### config.mk
export PLATFORM = sky130hd
export DESIGN_NAME = vga_board_write_scheduler
export DESIGN_NICKNAME = d
export VERILOG_FILES = /design/src/rtl/board_pkg.sv /design/src/rtl/rr_arbiter2.sv /design/src/rtl/vga_board_write_scheduler.sv
export SDC_FILE = /design/constraint.sdc
export NUM_CORES = 1
export LEC_CHECK = 0
export BUFFER_PORTS_ARGS = -buffer_cell sky130_fd_sc_hd__clkbuf_2
export CORE_AREA = 5 5 75 77
export DETAILED_ROUTE_END_ITERATION = 7
export DIE_AREA = 0 0 80 82
export PLACE_DENSITY_LB_ADDON = 0.3
export SYNTH_ARGS = -nofsm -noshare
export SYNTH_HDL_FRONTEND = slang
export SYNTH_SLANG_ARGS = --single-unit
### constraint.sdc
create_clock -name clk_25MHz -period 1.95 [get_ports clk_25MHz]
set_input_delay 0.39 -clock clk_25MHz [delete_from_list [all_inputs] [get_ports clk_25MHz]]
set_output_delay 0.39 -clock clk_25MHz [all_outputs]
set_load 0.03 [all_outputs]
### src/rtl/board_pkg.sv
// Shared definitions for the board display/scheduler blocks: cell codes,
// default VGA timing, and the write-scheduler FSM encoding.
package board_pkg;

   typedef enum logic [1:0] {
      EMPTY = 2'd0,
      SHIP  = 2'd1,
      HIT   = 2'd2,
      MISS  = 2'd3
   } cell_t;

   localparam int VGA_H_VISIBLE = 640;
   localparam int VGA_H_TOTAL   = 800;
   localparam int VGA_V_VISIBLE = 480;
   localparam int VGA_V_TOTAL   = 525;

   typedef enum logic [1:0] {
      ST_DISPLAY  = 2'd0,
      ST_WIN_IDLE = 2'd1,
      ST_WRITE    = 2'd2
   } sched_state_t;

   // Half-open range test lo <= x < hi.
   function automatic logic in_range(input int x, input int lo, input int hi);
      return (x >= lo) && (x < hi);
   endfunction

endpackage

### src/rtl/rr_arbiter2.sv
// Two-way round-robin arbiter: one-hot grant, last-served pointer updated
// only when the grant is actually accepted.
module rr_arbiter2 (
   input  logic       clk_25MHz,
   input  logic       reset,
   input  logic [1:0] req,
   input  logic       accept,
   output logic [1:0] grant
);

   logic favour_b_reg;

   always_comb begin
      grant = 2'b00;
      case (req)
         2'b01:   grant = 2'b01;
         2'b10:   grant = 2'b10;
         2'b11:   grant = favour_b_reg ? 2'b10 : 2'b01;
         default: grant = 2'b00;
      endcase
   end

   // After serving A the pointer favours B, and vice versa.
   always_ff @(posedge clk_25MHz or posedge reset) begin
      if (reset)
         favour_b_reg <= 1'b0;
      else if (accept && (grant != 2'b00))
         favour_b_reg <= grant[0];
   end

endmodule

### src/rtl/vga_board_write_scheduler.sv
// Board RAM port sharing between the VGA fetch path and two cell writers.
// Optional macro SCHED_HBLANK_EN also opens the write window in horizontal blanking.
module vga_board_write_scheduler
   import board_pkg::*;
#(
   parameter int H_VISIBLE = VGA_H_VISIBLE,
   parameter int V_VISIBLE = VGA_V_VISIBLE,
   parameter int V_TOTAL   = VGA_V_TOTAL,
   parameter int H_TOTAL   = VGA_H_TOTAL,
   parameter int ADDR_W    = 7,
   parameter int DATA_W    = 2,
   parameter int MAX_WR    = 16
) (
   input  logic              clk_25MHz,
   input  logic              reset,
   input  logic [15:0]       h_count,
   input  logic [15:0]       v_count,
   input  logic [ADDR_W-1:0] pix_addr,
   input  logic              req_a,
   input  logic              req_b,
   input  logic [ADDR_W-1:0] addr_a,
   input  logic [ADDR_W-1:0] addr_b,
   input  logic [DATA_W-1:0] wdata_a,
   input  logic [DATA_W-1:0] wdata_b,
   output logic              ack_a,
   output logic              ack_b,
   output logic [ADDR_W-1:0] ram_addr,
   output logic              ram_we,
   output logic [DATA_W-1:0] ram_wdata,
   output logic              in_window,
   output logic              frame_start
);

`ifdef SCHED_HBLANK_EN
   localparam logic HBLANK_EN = 1'b1;
`else
   localparam logic HBLANK_EN = 1'b0;
`endif

   localparam logic [7:0] MAX_WR_C = 8'(MAX_WR);

   sched_state_t      state_reg, state_next;
   logic              in_window_reg, frame_start_reg;
   logic [ADDR_W-1:0] ram_addr_reg, ram_addr_next;
   logic [DATA_W-1:0] ram_wdata_reg, ram_wdata_next;
   logic              ram_we_reg, ram_we_next;
   logic              ack_a_reg, ack_a_next, ack_b_reg, ack_b_next;
   logic [7:0]        wr_cnt_reg;
   logic              win_cond, hblank_cond, frame_start_next;
   logic [1:0]        grant;
   logic              accept;

   // The last blank line (and the last two hblank pixels) stay closed so the
   // display owns the port again before it needs it.
   always_comb begin
      hblank_cond = (int'(v_count) < V_VISIBLE) &&
                    in_range(int'(h_count), H_VISIBLE, H_TOTAL - 2);
      win_cond    = in_range(int'(v_count), V_VISIBLE, V_TOTAL - 1) ||
                    (HBLANK_EN && hblank_cond);
   end

   assign frame_start_next = (h_count == 16'd0) && (v_count == 16'd0);

   rr_arbiter2 u_arb (
      .clk_25MHz (clk_25MHz),
      .reset     (reset),
      .req       ({req_b, req_a}),
      .accept    (accept),
      .grant     (grant)
   );

   always_comb begin
      state_next     = state_reg;
      ram_addr_next  = ram_addr_reg;
      ram_wdata_next = ram_wdata_reg;
      ram_we_next    = 1'b0;
      ack_a_next     = 1'b0;
      ack_b_next     = 1'b0;
      accept         = 1'b0;
      case (state_reg)
         ST_DISPLAY: begin
            ram_addr_next = pix_addr;
            if (in_window_reg)
               state_next = ST_WIN_IDLE;
         end
         ST_WIN_IDLE: begin
            if (!in_window_reg) begin
               state_next = ST_DISPLAY;
            end else if ((req_a || req_b) && (wr_cnt_reg < MAX_WR_C)) begin
               accept      = 1'b1;
               ram_we_next = 1'b1;
               state_next  = ST_WRITE;
               if (grant[1]) begin
                  ram_addr_next  = addr_b;
                  ram_wdata_next = wdata_b;
                  ack_b_next     = 1'b1;
               end else begin
                  ram_addr_next  = addr_a;
                  ram_wdata_next = wdata_a;
                  ack_a_next     = 1'b1;
               end
            end
         end
         ST_WRITE: state_next = ST_WIN_IDLE;
         default:  state_next = ST_DISPLAY;
      endcase
   end

   always_ff @(posedge clk_25MHz or posedge reset) begin
      if (reset) begin
         state_reg       <= ST_DISPLAY;
         in_window_reg   <= 1'b0;
         frame_start_reg <= 1'b0;
         ram_addr_reg    <= '0;
         ram_wdata_reg   <= '0;
         ram_we_reg      <= 1'b0;
         ack_a_reg       <= 1'b0;
         ack_b_reg       <= 1'b0;
      end else begin
         state_reg       <= state_next;
         in_window_reg   <= win_cond;
         frame_start_reg <= frame_start_next;
         ram_addr_reg    <= ram_addr_next;
         ram_wdata_reg   <= ram_wdata_next;
         ram_we_reg      <= ram_we_next;
         ack_a_reg       <= ack_a_next;
         ack_b_reg       <= ack_b_next;
      end
   end

   // Frame-start clear wins over a same-cycle increment.
   always_ff @(posedge clk_25MHz or posedge reset) begin
      if (reset)
         wr_cnt_reg <= 8'd0;
      else if (frame_start_reg)
         wr_cnt_reg <= 8'd0;
      else if ((state_reg == ST_WRITE) && (wr_cnt_reg != MAX_WR_C))
         wr_cnt_reg <= wr_cnt_reg + 8'd1;
   end

   assign ack_a       = ack_a_reg;
   assign ack_b       = ack_b_reg;
   assign ram_addr    = ram_addr_reg;
   assign ram_we      = ram_we_reg;
   assign ram_wdata   = ram_wdata_reg;
   assign in_window   = in_window_reg;
   assign frame_start = frame_start_reg;

endmodule
==> impl_metrics.csv, run 1 <==
group,metric,value,unit
status,status,"finished, final reports clean",
die,initial_core_util,0.2819,
sta,hold_viol,0,
synthesis,avgSynthCellArea,9.747,sq um
power,p_clk_frac,0.311,
routing,ant_nets,0,
power,pwr-share-comb,0.145,
power,leakagePower,0.9258,nW
routing,drc,0,
setup_path,cp-start-kind,"register",
setup_path,end_kind,"register",
die,die_area,0.006560,sq mm
routing,vias,1298,
sta,skew,3.575,ps
placed_design,dp_cells,284,
power,seqPwrFrac,0.543,
routing,drtIter0Drc,20,
power,switchingPower,0.2327,mW
routing,first_pass_iters,4,
clock_network,cts_setup_buffers,0,
synthesis,yosysUniqueCellTypes,36,
finish,finalNonFillerCells,288,
global_routing,globalRouteOverflowTotal,0,
clock_network,cts_resized,0,
routing,drt_wl_total,3367,um
setup_path,rrSetupSlack,210,ps
finish,diodes,0,
clock_network,htree_levels,1,
global_routing,grt_first_pass_wirelength,5568,um
routing,viasPerCell,4.507,
placed_design,io_buffers,74,
clock_network,cts.path.max_buffers,2,
run,max_cap_viol_count,0,
clock_network,clk_latency,260,ps
setup_path,critPathRequiredTime,2110,ps
sta,rsz0062_at_grt,"no",
sta,final-setup-viol-count,0,
synthesis,synth-seq-cells,25,
power,p_per_area,515.0,mW/mm^2
setup_path,r2r-end,"ram_wdata[1]",
routing,wl_per_cell,11.69,um
synthesis,yosysSeqAreaShare,0.4488,
power,p_sw_frac,0.2390,
die,core,0.004945,sq mm
sta,fmax,576.0,MHz
global_routing,first_global_vias,1309,
clock_network,cts_hold_buf,0,
clock_network,numCtsBuffers,3,
global_routing,grt_max_degree,26,
sta,worst_pin_slew,388.4,ps
finish,synthToLayoutAreaGrowth,35.64,%
placed_design,dp_hpwl,2863,um
setup_path,crit_type,"register to register",
setup_path,reg2reg_from,"wr_cnt_reg[5]",
setup_path,max_stage_delay,440,ps
clock_network,clkSinkCount,25,
synthesis,yosysWarningCount,0,
global_routing,antenna_found_initial,0,
synthesis,synthesis.nets,206,
die,die_w,80,um
die,die_h,82,um
setup_path,worst-path-stages,4,
sta,slew_viol_final,0,
setup_path,cp.buffers_inverters,0,
die,row_count,26,
setup_path,endpoint,"ram_wdata[1]",
setup_path,startpoint,"wr_cnt_reg[5]",
sta,fin_crit_sh,0.8902,
sta,fin_tns_setup,0,ps
setup_path,worstPathCellList,"nor3_4 > nand4bb_2 > nor2b_1 > mux2_2",
sta,slew_headroom,0.7405,
clock_network,tritoncts,"built",
finish,finalNetCount,282,
setup_path,cp_top_family,"simple AND/OR/NAND/NOR gates",
sta,period_minus_slack,1736,ps
finish,drive_gt1_frac,0.4587,
synthesis,synthCells,143,
hold_path,hp-class,"input pin to async pin",
placed_design,pre_cts_slack,211.8,ps
placed_design,routabilityCongestion,0.7380,
finish,final_core_util,0.3823,
synthesis,syn_area,0.001394,sq mm
setup_path,ff2ff_path_depth,4,
sta,layout_setup_ws,214.0,ps
clock_network,cts.clk_slew.worst_paths,90,ps
die,ios,75,
finish,largest_register_ffs,8,
clock_network,cts-root-buf,"clkbuf_8",
setup_path,cp_data_arrival_time,1890,ps
power,peakVddDrop,0.2087,mV
setup_path,critPathSlowestCell,"dfrtp_1",
setup_path,crit_fanout,6,
power,p_int,0.7410,mW
global_routing,grtUsageTotal,0.1055,
## worst register-to-register path: stages, from the launching register on
cell and delay (ps):
dfrtp_1 440, nor3_4 260, nand4bb_2 180, nor2b_1 360
mux2_2 380
## cell type report
class | instances | area, sq um
Fill cell | 501 | 3054
Inverter | 4 | 15.01
Timing Repair Buffer | 77 | 392.9
Sequential cell | 25 | 625.6
Multi-Input combinational cell | 108 | 720.7
Clock inverter | 1 | 7.507
Tap cell | 70 | 87.58
Clock buffer | 3 | 41.29
## per-layer routing
| layer | vias to the layer above | routed length, um | track usage |
|---|---|---|---|
| li1 | 664 | - | - |
| met1 | 562 | 1450 | 0.1249 |
| met5 | - | 0 | 0 |
| met3 | 2 | 379 | 0.02851 |
| met4 | 0 | 8 | 0.02027 |
| met2 | 70 | 1529 | 0.1921 |
## metrics by stage
step	instance area, sq um	power, mW	hold WS (ps)
4_1_cts	1891	0.9994	142.8
6_report	1891	0.9737	134.9
3_5_place_dp	1842	0.6831	441.4
2_1_floorplan	1394	0.6018	417.3
5_1_grt	1891	1.035	173.0
3_3_place_gp	1842	0.6829	441.1
## power groups by stage
stage | Clock, mW | Combinational [mW] | Sequential [mW]
5_1_grt | 0.346 | 0.159 | 0.531
3_3_place_gp | 0 | 0.143 | 0.540
3_5_place_dp | 0 | 0.143 | 0.540
4_1_cts | 0.326 | 0.144 | 0.530
2_1_floorplan | 0 | 0.0475 | 0.554
6_report | 0.303 | 0.141 | 0.529
## kinds of logic (layout without fill, tap and decap cells)
logic type      count (synthesis)  after routing  share of synthesized area
compound gates                 23             23                     0.1068
xor+xnor                        5              5                    0.03142
fa+ha+maj                       2              2                    0.01795
buf+inv                        10             85                    0.03410
flops                          25             25                     0.4488
mux                            13             13                     0.1041
simple gates                   65             65                     0.2568
## placed cells by master, fill, tap and decap left out, types with 2 or more instances in the layout
cell type,instances
clkbuf_2,74
dfrtp_1,25
nor2_1,20
mux2_2,12
o21ai_0,9
nand3_1,8
a31oi_1,8
nand2_1,6
nor2b_1,5
nand4_1,5
nor4_1,5
nor3_1,4
inv_1,4
xnor2_1,3
clkbuf_8,3
buf_4,3
nand2b_1,2
a21oi_1,2
xor2_1,2
ha_1,2
## worst min-delay path by stage
| stage | from | end | slack [ps] | cells past startpoint |
|---|---|---|---|---|
| 6_report | reset | ram_wdata[0] | 130 | 3 |
| 5_1_grt | reset | ram_wdata[0] | 170 | 3 |
| 4_1_cts | reset | state_reg[1] | 140 | 3 |
| 3_5_place_dp | reset | state_reg[1] | 440 | 3 |
| 3_3_place_gp | reset | ram_wdata[1] | 440 | 3 |
| 2_1_floorplan | reset | ack_a | 420 | 1 |
## Yosys cell counts, drive strengths merged
| cell | n | area, sq um |
|---|---|---|
| nand3 | 8 | 40.04 |
| or3 | 1 | 6.260 |
| nor3 | 5 | 36.29 |
| inv | 4 | 15.01 |
| nand4 | 5 | 31.28 |
| a31o | 1 | 8.760 |
| mux2i | 1 | 10.01 |
| nand2b | 2 | 12.51 |
| nor3b | 1 | 7.510 |
| or4 | 1 | 7.510 |
| xnor2 | 3 | 26.28 |
| xor2 | 2 | 17.52 |
| a21boi | 1 | 11.26 |
| and3 | 2 | 13.77 |
| buf | 5 | 28.77 |
| nand4bb | 1 | 16.27 |
| mux2 | 12 | 135.1 |
| nand2 | 6 | 22.52 |
| dfrtp | 25 | 625.6 |
| nor2 | 20 | 75.07 |
| nor4bb | 1 | 10.01 |
| clkbuf | 1 | 3.750 |
| nor4 | 5 | 31.28 |
| ha | 2 | 25.02 |
| nor2b | 5 | 31.28 |
| o21ai | 9 | 45.04 |
| a31oi | 8 | 50.05 |
| nand3b | 1 | 7.510 |
| a21oi | 3 | 26.28 |
| o21a | 1 | 7.510 |
| and2b | 1 | 8.760 |
No activity file was read; power rests on OpenSTA's default activity.
==> inputs of run 2 (changes only) <==
- CORE_AREA: 5 5 75 77 -> 2 2 73 75
- DIE_AREA: 0 0 80 82 -> 0 0 75 77
- REMOVE_ABC_BUFFERS: default -> 1
- SYNTH_HIERARCHICAL: default -> 1
==> impl_metrics.csv, run 2 <==
group,metric,value,unit
die,core,0.004977,sq mm
setup_path,critPathRequiredTime,2100,ps
routing,drtIter0Drc,36,
placed_design,dpl_cell_area,0.001911,sq mm
clock_network,numCtsBuffers,3,
sta,hold_viol,0,
finish,layout_commonest_cell,"clkbuf_2",
setup_path,crit_fanout,4,
sta,slew_viol_final,0,
routing,first_pass_iters,4,
die,die_w,75,um
routing,wl_per_cell,11.88,um
power,p_per_area,496.1,mW/mm^2
run,max_cap_viol_count,0,
synthesis,yosysWarningCount,6,
sta,fmax,631.0,MHz
placed_design,io_buffers,74,
hold_path,hold_start,"h_count[2]",
clock_network,cts.clk_slew.worst_paths,80,ps
global_routing,grt_first_pass_wirelength,5816,um
setup_path,rrSetupSlack,370,ps
synthesis,syn_area,0.001454,sq mm
finish,largest_register_ffs,8,
placed_design,dp_hpwl,2831,um
placed_design,pre_cts_slack,364.6,ps
sta,fin_tns_setup,0,ps
sta,slew_headroom,0.6498,
setup_path,ff2ff_path_depth,5,
clock_network,cts_resized,0,
finish,synthToLayoutAreaGrowth,35.20,%
die,initial_core_util,0.2921,
power,leakagePower,0.9633,nW
setup_path,crit_type,"register to register",
sta,skew,3.607,ps
global_routing,grt_max_degree,25,
routing,drt_wl_total,3468,um
routing,ant_nets,0,
placed_design,routabilityCongestion,0.7849,
finish,finalNetCount,286,
clock_network,cts-root-buf,"clkbuf_8",
setup_path,cp-start-kind,"register",
hold_path,holdPathEnd,"frame_start",
die,die_area,0.005775,sq mm
synthesis,synthCells,145,
sta,rsz0062_at_grt,"no",
finish,fin_area,0.001966,sq mm
sta,layout_setup_ws,365.2,ps
die,die_h,77,um
finish,diodes,0,
sta,period_minus_slack,1585,ps
sta,worst_pin_slew,524.2,ps
clock_network,clk_latency,260,ps
global_routing,grtUsageTotal,0.1248,
setup_path,max_stage_delay,410,ps
power,peakVddDrop,0.2379,mV
routing,viasPerCell,4.880,
setup_path,worstPathCellList,"inv_1 > ha_1 > nor2b_1 > a41oi_1 > mux2_1",
routing,drc,0,
setup_path,cp_data_arrival_time,1740,ps
finish,drive_gt1_frac,0.4189,
synthesis,avgSynthCellArea,10.03,sq um
sta,final-setup-viol-count,0,
global_routing,globalRouteOverflowTotal,0,
setup_path,r2r-end,"wr_cnt_reg[0]",
sta,fin_crit_sh,0.8127,
die,ios,75,
setup_path,end_kind,"register",
finish,finalNonFillerCells,292,
global_routing,first_global_vias,1399,
sta,timing.hold.ws,362.8,ps
global_routing,antenna_found_initial,0,
hold_path,whs_path_depth,4,
clock_network,htree_levels,1,
finish,most-common-layout-cells,"74 x clkbuf_2, 25 x dfrtp_1, 11 x nor2_1",
clock_network,cts.path.max_buffers,2,
placed_design,dp_cells,287,
status,status,"finished, final reports clean",
clock_network,tritoncts,"built",
setup_path,critPathSlowestCell,"dfrtp_1",
routing,vias,1425,
clock_network,cts_setup_buffers,0,
power,power,0.9751,mW
setup_path,reg2reg_from,"wr_cnt_reg[0]",
hold_path,hp-class,"input pin to register",
finish,final_core_util,0.3949,
clock_network,clkSinkCount,25,
die,row_count,26,
## run 2: cell count changes in the layout (fill, tap and decap cells not counted), sizes merged, moves of 3 or more
cell / previous run / this run
a21oi: 3 / 8
a22oi: 0 / 7
a31oi: 8 / 1
inv: 4 / 10
mux2: 12 / 6
mux2i: 1 / 8
nand3: 8 / 1
nor2: 20 / 11
nor2b: 5 / 2
o211ai: 0 / 7
o21ai: 9 / 1
o311ai: 0 / 7
xnor2: 3 / 0
## run 2: area by class of cell
type / instances / area (sq um)
sequential: 25 / 625.6
fill: 515 / 3012
multi-input combinational: 104 / 759.5
clock buffer: 4 / 45.04
timing repair buffer: 79 / 410.4
tap: 70 / 87.58
inverter: 10 / 37.54
## run 2: power by group
group	total [mW]	internal (mW)	switching [mW]	leakage, nW
logic	0.141	0.0725	0.0688	0.607
clock network	0.302	0.146	0.156	0.0228
registers	0.532	0.525	0.00622	0.333
total	0.975	0.744	0.231	0.963
## run 2: worst max-delay path: cells and delay by family (launching register included)
kind	cells	cell delay, ps
compound gates	1	320
fa+ha+maj	1	180
mux	1	350
flops	1	410
simple gates	1	140
buf+inv	1	70
## run 2: timing repair
action,4_1_cts,5_1_grt
setup endpoints to repair,0,0
hold buffers,1,0
endpoints found under the hold margin,1,0
## run 2: how the worst max path moves through the flow
stage                  start       endpoint  slack (ps)  depth (start not counted)
2_1_floorplan          req_b   ram_wdata[0]          80                          3
3_3_place_gp   wr_cnt_reg[0]  wr_cnt_reg[0]         390                          5
3_5_place_dp   wr_cnt_reg[5]   ram_wdata[1]         360                          4
4_1_cts        wr_cnt_reg[5]   ram_wdata[1]         350                          4
5_1_grt        wr_cnt_reg[0]  wr_cnt_reg[0]         270                          5
6_report       wr_cnt_reg[0]  wr_cnt_reg[0]         370                          5
## run 2: layer usage
| layer | global-route usage | part of all wire |
|---|---|---|
| met1 | 0.1654 | 0.45 |
| met2 | 0.2035 | 0.44 |
| met3 | 0.02760 | 0.090 |
| met4 | 0.03036 | 0.012 |
| met5 | 0 | 0 |
